===== config.mk =====
export PLATFORM = sky130hd
export DESIGN_NAME = regfile_wb_arbiter
export DESIGN_NICKNAME = d
export VERILOG_FILES = /design/src/rtl/regfile_pkg.sv /design/src/rtl/wb_slot.sv /design/src/rtl/regfile_wb_arbiter.sv
export SDC_FILE = /design/constraint.sdc
export NUM_CORES = 1
export LEC_CHECK = 0
export BUFFER_PORTS_ARGS = -buffer_cell sky130_fd_sc_hd__buf_2
export CORE_MARGIN = 5
export CORE_UTILIZATION = 48
export CTS_CLUSTER_SIZE = 10
export DETAILED_ROUTE_END_ITERATION = 10
export HOLD_SLACK_MARGIN = 0.08
export PLACE_DENSITY_LB_ADDON = 0.05
export SETUP_SLACK_MARGIN = 0.4
export SYNTH_ARGS = -nofsm -noshare
export SYNTH_HDL_FRONTEND = slang
export SYNTH_SLANG_ARGS = --single-unit

===== constraint.sdc =====
create_clock -name Clk -period 2.7 [get_ports Clk]
set_input_delay 0.81 -clock Clk [delete_from_list [all_inputs] [get_ports Clk]]
set_output_delay 0.81 -clock Clk [all_outputs]
set_load 0.03 [all_outputs]

===== src/rtl/regfile_pkg.sv =====
// Purpose: shared widths, the writeback request record and a one-hot decode helper.
// Latency: n/a (types and constants only).
// Backpressure: n/a.
package regfile_pkg;

  localparam int DATA_W   = 64;
  localparam int ADDR_W   = 5;
  localparam int ZERO_REG = 31;

  typedef struct packed {
    logic              valid;
    logic [ADDR_W-1:0] rw;
    logic [DATA_W-1:0] data;
  } wb_req_t;

  // One-hot decode of a register index into the 32-bit scoreboard view.
  function automatic logic [31:0] oneHot(input logic [ADDR_W-1:0] idx);
    return 32'd1 << idx;
  endfunction

endpackage


===== src/rtl/wb_slot.sv =====
// Purpose: one-entry writeback holding slot; drops zero-register writes on acceptance.
// Latency: accepted request is visible in the slot one cycle after the accepting edge.
// Backpressure: ready while empty or while being drained this cycle (back-to-back refill).
module wb_slot
  import regfile_pkg::*;
(
  input  logic    Clk,
  input  logic    Reset,
  input  wb_req_t inReq,
  output logic    inReady,
  input  logic    grant,
  output wb_req_t slot,
  output logic    load
);

  assign inReady = !Reset && (!slot.valid || grant);

  // Writes to the zero register are acknowledged but never stored.
  assign load = inReq.valid && inReady && (inReq.rw != ADDR_W'(ZERO_REG));

  // Slot contents: refill wins over drain so a granted slot can accept in the same edge.
  always_ff @(posedge Clk) begin
    if (Reset) begin
      slot <= '0;
    end else if (load) begin
      slot.valid <= 1'b1;
      slot.rw    <= inReq.rw;
      slot.data  <= inReq.data;
    end else if (grant) begin
      slot.valid <= 1'b0;
    end
  end

endmodule


===== src/rtl/regfile_wb_arbiter.sv =====
// Purpose: shares the register file write port between ALU and load writeback slots.
// Latency: uncontested request accepted at edge N drives RegWr/RW/BusW from edge N+1 for one cycle.
// Backpressure: a slot's ready drops while it holds an entry that is not granted this cycle.
module regfile_wb_arbiter
  import regfile_pkg::*;
#(
  parameter int MAX_WAIT = 3
) (
  input  logic              Clk,
  input  logic              Reset,
  input  logic              AluValid,
  output logic              AluReady,
  input  logic [ADDR_W-1:0] AluRW,
  input  logic [DATA_W-1:0] AluBusW,
  input  logic              MemValid,
  output logic              MemReady,
  input  logic [ADDR_W-1:0] MemRW,
  input  logic [DATA_W-1:0] MemBusW,
  output logic              RegWr,
  output logic [ADDR_W-1:0] RW,
  output logic [DATA_W-1:0] BusW,
  output logic [31:0]       Pending
);

  localparam int WAIT_W = (MAX_WAIT < 2) ? 1 : $clog2(MAX_WAIT + 1);

  wb_req_t           aluIn, memIn;
  wb_req_t           aluSlot, memSlot;
  logic              aluLoad, memLoad;
  logic              aluGrant, memGrant;
  logic [WAIT_W-1:0] aluWait;
  logic              olderIsAlu;

  assign aluIn.valid = AluValid;
  assign aluIn.rw    = AluRW;
  assign aluIn.data  = AluBusW;
  assign memIn.valid = MemValid;
  assign memIn.rw    = MemRW;
  assign memIn.data  = MemBusW;

  wb_slot uAluSlot (
    .Clk     (Clk),
    .Reset   (Reset),
    .inReq   (aluIn),
    .inReady (AluReady),
    .grant   (aluGrant),
    .slot    (aluSlot),
    .load    (aluLoad)
  );

  wb_slot uMemSlot (
    .Clk     (Clk),
    .Reset   (Reset),
    .inReq   (memIn),
    .inReady (MemReady),
    .grant   (memGrant),
    .slot    (memSlot),
    .load    (memLoad)
  );

  // Grant: same-register ordering first, then the starvation override, then Mem priority.
  always_comb begin
    aluGrant = 1'b0;
    memGrant = 1'b0;
    if (aluSlot.valid && memSlot.valid) begin
      if (aluSlot.rw == memSlot.rw) begin
        aluGrant = olderIsAlu;
        memGrant = !olderIsAlu;
      end else if (aluWait == WAIT_W'(MAX_WAIT)) begin
        aluGrant = 1'b1;
      end else begin
        memGrant = 1'b1;
      end
    end else if (memSlot.valid) begin
      memGrant = 1'b1;
    end else if (aluSlot.valid) begin
      aluGrant = 1'b1;
    end
  end

  // Starvation counter: counts ALU losses, saturating; any ALU grant or empty slot clears it.
  always_ff @(posedge Clk) begin
    if (Reset || !aluSlot.valid || aluGrant) begin
      aluWait <= '0;
    end else if (aluWait != WAIT_W'(MAX_WAIT)) begin
      aluWait <= aluWait + WAIT_W'(1);
    end
  end

  // Age flag: a filling slot is older only if the other slot will not still hold an entry
  // afterwards; a simultaneous fill of both counts Mem as older.
  always_ff @(posedge Clk) begin
    if (Reset) begin
      olderIsAlu <= 1'b0;
    end else if (aluLoad && memLoad) begin
      olderIsAlu <= 1'b0;
    end else if (aluLoad) begin
      olderIsAlu <= !(memSlot.valid && !memGrant);
    end else if (memLoad) begin
      olderIsAlu <= aluSlot.valid && !aluGrant;
    end
  end

  // Output register: one write pulse per grant; index and data hold while idle.
  always_ff @(posedge Clk) begin
    if (Reset) begin
      RegWr <= 1'b0;
      RW    <= ADDR_W'(ZERO_REG);
      BusW  <= '0;
    end else if (aluGrant) begin
      RegWr <= 1'b1;
      RW    <= aluSlot.rw;
      BusW  <= aluSlot.data;
    end else if (memGrant) begin
      RegWr <= 1'b1;
      RW    <= memSlot.rw;
      BusW  <= memSlot.data;
    end else begin
      RegWr <= 1'b0;
    end
  end

  // Scoreboard: every register with a write still queued or on the port.
  always_comb begin
    Pending = '0;
    if (aluSlot.valid) Pending = Pending | oneHot(aluSlot.rw);
    if (memSlot.valid) Pending = Pending | oneHot(memSlot.rw);
    if (RegWr)         Pending = Pending | oneHot(RW);
    Pending[ZERO_REG] = 1'b0;
  end

endmodule


==> metrics, run 1 <==
outcome complete, but fails checks; failing checks negative setup slack; Final Hold Fails 0; Post-synth top flop dfxtp_1; Cells after DPL 1492; worst path required time 1890 ps; hold buffers post-CTS 0; count of cell types in the netlist 48; # IOs 246; TritonRoute pass-1 iters 4; P&R area growth vs syn 34.4%; setup ws final -105 ps; vias in the first global route 8329; CP Capture Type output port; syn nets 1183; skew final 11.3 ps; cts bufs inserted 25; width of the die 152 um; vias post-DR 8466; WL met3 1910 um; register area share after synthesis 43.9%; placed instance area 11300 um^2; CTS root buf clkbuf_16; met2 wire len 13800 um; row cnt 52; Pwr per Cell Area 602 nW/um^2; most common cell after layout, fill and taps aside buf_2; n_diodes 0; total track usage 22.5%; worst hold start BusW[27]$_SDFFE_PP0P_; core area 20100 um^2; routability cong. 0.832; initial cell density of the core 48.3%; Max Cap Viol 0; CP startpoint uAluSlot.slot[68]$_SDFFE_PP0P_; Final nets 1429; Place WS 226 ps; total power 7.87 mW; post-DP HPWL 17000 um; Post-Route WL 28500 um; RSZ-0062 raised after global routing true; synthesized instance count 1040; vias per cell 5.43; final core occ 65.0%; Leakage 5.64 nW; number of flops mapped to enable cells by yosys 0; number of synthesized register bits 213; Critical Path AT 2000 ps; Ys Warns 0; largest net degree at the start of global routing 121; clk sinks 213; global route overflow 0; WS Path Type register to output port; Final Hold Slack 460 ps; Final Cycle Share 104%; CTS tree done; Worst-Skew Late Latency 520 ps; ys async rst share 0%; WL per Instance 18.3 um; Peak VDD IR 0.445 mV; share of post-route cells with drive strength above 1 42.7%; Period minus WS final 2810 ps; # port buffers 244; Final setup viols 3; global-route wire length before repair 44000 um; Relative slew margins 58.2%; area of the mapped netlist 9710 um^2; CTS max path bufs 3; Fmax achieved 357 MHz; DR DRC count 0; post-route cell area 13100 um^2; wl on met1 12300 um; htree depth 1; most frequent cells in the layout 212 x buf_2, 196 x dfxtp_1, 193 x nand2_1; Detail Route Antenna Nets 0; initial antenna violation count 4; DRT iter0 DRCs 410; syn avg cell area 9.34 um^2; Die ar. 23200 um^2; Max Slew Vio Count 0; DR top layer met5; worst r2r src uAluSlot.slot[68]$_SDFFE_PP0P_; Worst-path clk slew 60 ps; critical-path maximum fanout 5; min-delay worst type register to register; Setup crit start kind register; fin cells 1560; Worst-Margin Slew 627 ps; setup tns final -200 ps; die height 152 um
-- registers in the layout (all words and copies together), names as in the netlist --
| register | flops |
|---|---|
| uAluSlot.slot | 70 |
| uMemSlot.slot | 70 |
| BusW | 64 |
| RW | 5 |
| aluWait | 2 |
| RegWr | 1 |
| olderIsAlu | 1 |
-- cells in the mapped netlist (10+ instances only) --
master	instances	area (um^2)
buf_2	16	80.1
nand2_1	196	736
clkbuf_1	68	255
nor3_1	10	50.1
a22oi_1	30	225
mux2_2	118	1330
mux2_1	10	113
dfxtp_1	213	4260
o211ai_1	136	1020
nor3b_1	11	82.6
nor2_1	20	75.1
mux2_4	10	150
nor2b_1	135	845
-- report_power, final --
part	switching (mW)	internal [mW]	total, mW
clock network	1.23	1.71	2.95
registers	0.150	3.38	3.53
logic	0.765	0.624	1.39
total	2.15	5.72	7.87
-- worst max-delay path, stage by stage (launching register included) --
cell,delay (ps)
dfxtp_4,380
xnor2_1,150
and2_4,190
and3_1,200
or2_4,260
a21oi_4,150
buf_6,150
-- area by class of cell --
type / count / area, um^2
Fill cell: 1648 / 7040
Multi-Input combinational cell: 729 / 5580
Sequential cell: 213 / 4310
Timing Repair Buffer: 311 / 2120
Clock buffer: 30 / 664
Tap cell: 270 / 338
Inverter: 6 / 28.8
Clock inverter: 1 / 20.0
-- cell families after synthesis --
group,count (synthesis),share of synthesized area [%]
multiplexers,140,16.6
AND/OR/NAND/NOR,395,20.0
other,1,0.0386
XOR/XNOR,6,0.541
buffers and inverters,98,4.43
AO/OA/AOI/OAI,186,14.3
adder cells (fa/ha/maj),1,0.129
flip-flops,213,43.9
-- what timing repair did --
action / CTS / global route
pin swaps: 10 / 56
endpoints found under the setup margin: 33 / 48
setup buffers: 15 / 20
gates resized for setup: 92 / 155
cloned: 2 / 0
-- final timing paths --
check / endpoint / slack, ps / cells past startpoint
hold / removal: BusW[27]$_SDFFE_PP0P_ / 460 / 2
hold reg to reg: BusW[27]$_SDFFE_PP0P_ / 460 / 2
setup / recovery: MemReady / -110 / 6
setup reg to reg: uAluSlot.slot[30]$_SDFFE_PP0P_ / 350 / 8
-- per-layer routing --
metal  up-vias  track usage, %
met3        52            5.28
met5         -               0
met2       269            37.2
met4         8            5.39
li1       4109               -
met1      4028            30.1
Note: power is estimated with default switching activity, not from simulation.
==> run 2: changes to the inputs <==
Settings changed: SETUP_SLACK_MARGIN 0.4 to 0.1.
==> run 2 against run 1 <==
Compared with the run above: the flow still finishes with violations (negative setup slack); highest routed layer unchanged; sequential power hardly changed; cell count shrank 0.77%; non-clock buffer count decreased by 12; fmax is 1.5% higher; worst hold slack improved by 4.1 ps; clock skew is 5.6 ps higher; sequential share of layout area is 1.0 points higher.
==> metrics, run 2 (synthesis results as in run 1) <==
Final Hold Slack 464 ps; cts bufs inserted 25; outcome complete, but fails checks; global route overflow 0; critical-path cell list xnor2_1 -> and2_4 -> and3_4 -> or2_4 -> a21oi_4 -> buf_6; worst reg2reg endpoint uAluSlot.slot[46]$_SDFFE_PP0P_; final core occ 62.9%; WL per Instance 17.6 um; FF-to-FF path depth 8; TritonRoute pass-1 iters 4; Worst-Margin Slew 599 ps; largest stage delay on the critical path 360 ps; Final nets 1417; RSZ-0062 raised after global routing true; Peak VDD IR 0.485 mV; Worst-Skew Late Latency 510 ps; WL met3 1900 um; fin cells 1548; failing checks negative setup slack; worst hold start BusW[0]$_SDFFE_PP0P_; Max Cap Viol 0; die height 152 um; core area 20100 um^2; WS Path Type register to output port; Worst R2R Setup Slack 420 ps; critical-path maximum fanout 4; worst path required time 1890 ps; Cells after DPL 1496; Relative slew margins 59.9%; n_diodes 0; setup ws final -63.6 ps; clk sinks 213; Final Cycle Share 102%; Final Hold Fails 0; width of the die 152 um; CTS max path bufs 3; Fmax achieved 362 MHz; Final setup viols 1; Max Slew Vio Count 0; routability cong. 0.798; Die ar. 23200 um^2; htree depth 1; CP max stage cell dfxtp_4; DRT iter0 DRCs 489; total track usage 22.2%; hold buffers post-CTS 0; Sequential Area 4310 um^2; setup tns final -63.6 ps; leading registers by flop count uAluSlot.slot: 70 flops, uMemSlot.slot: 70 flops, BusW: 64 flops; worst r2r src uAluSlot.slot[68]$_SDFFE_PP0P_; DR DRC count 0; met2 wire len 13100 um; Critical Path AT 1950 ps; Pwr per Cell Area 611 nW/um^2; vias post-DR 8251; Detail Route Antenna Nets 0; CP Capture Type output port; Period minus WS final 2760 ps; # port buffers 244; Setup crit start kind register; most frequent cells in the layout 216 x buf_2, 197 x dfxtp_1, 194 x nand2_1; # IOs 246; min-delay worst type register to register; most common cell after layout, fill and taps aside buf_2; post-route cell area 12600 um^2; vias per cell 5.33; skew final 17.0 ps; footprint of the multi-input gates 5400 um^2; Worst-path clk slew 60 ps; CTS root buf clkbuf_16; share of post-route cells with drive strength above 1 41.8%; row cnt 52; Post-Route WL 27300 um; initial cell density of the core 48.3%; CTS tree done; Leakage 5.40 nW; vias in the first global route 8280; DR top layer met5; P&R area growth vs syn 30.2%; Fill cells 1695; initial antenna violation count 2; Cells on Worst Hold Path 2; wl on met1 11900 um; hold path endpoint BusW[0]$_SDFFE_PP0P_; placed instance area 11300 um^2; global-route wire length before repair 43700 um; post-DP HPWL 16800 um; largest net degree at the start of global routing 116
## run 2: power breakdown
group          switching, mW  total [mW]  internal (mW)
combinational          0.738        1.31          0.571
sequential             0.146        3.53           3.38
clock                   1.20        2.90           1.70
total                   2.08        7.73           5.65
## run 2: routing by layer
layer,vias to the layer above,GRT usage [%]
li1,4078,-
met5,-,0
met3,41,5.60
met4,4,5.01
met2,238,37.3
met1,3890,28.9
## run 2: repair_timing
item                       in CTS  in global routing
cloned                          1                  0
setup endpoints to repair      33                 33
gates resized for setup        42                123
buffers inserted                5                 15
pin swaps                       8                 31
## run 2: worst max-delay path: cells and delay by family, from the launching register on
family | cells | cell delay, ps
AOI/OAI and AO/OA | 1 | 170
xor gates and xnor gates | 1 | 140
buffers and inverters | 1 | 150
DFF | 1 | 360
and+or+nand+nor | 3 | 630
## run 2: cell type report
type / count / area share, %
Timing Repair Buffer: 299 / 15.0
Clock buffer: 30 / 5.25
Sequential cell: 213 / 34.1
Clock inverter: 1 / 0.0692
Inverter: 6 / 0.227
Multi-Input combinational cell: 729 / 42.7
Tap cell: 270 / 2.67
## run 2: how the worst max path moves through the flow
stage,slack (ps),cells after the start,endpoint,start
6_report,-60,6,MemReady,uAluSlot.slot[68]$_SDFFE_PP0P_
5_1_grt,-130,6,MemReady,uAluSlot.slot[68]$_SDFFE_PP0P_
4_1_cts,-100,6,MemReady,uMemSlot.slot[66]$_SDFFE_PP0P_
3_5_place_dp,150,6,MemReady,uAluSlot.slot[65]$_SDFFE_PP0P_
3_3_place_gp,170,6,MemReady,uAluSlot.slot[65]$_SDFFE_PP0P_
2_1_floorplan,110,5,AluReady,Reset
## run 2: through the flow
step	setup WS, ps	power [mW]
4_1_cts	-102	7.72
2_1_floorplan	107	4.35
5_1_grt	-130	8.08
3_5_place_dp	152	4.78
6_report	-63.6	7.73
3_3_place_gp	174	4.77
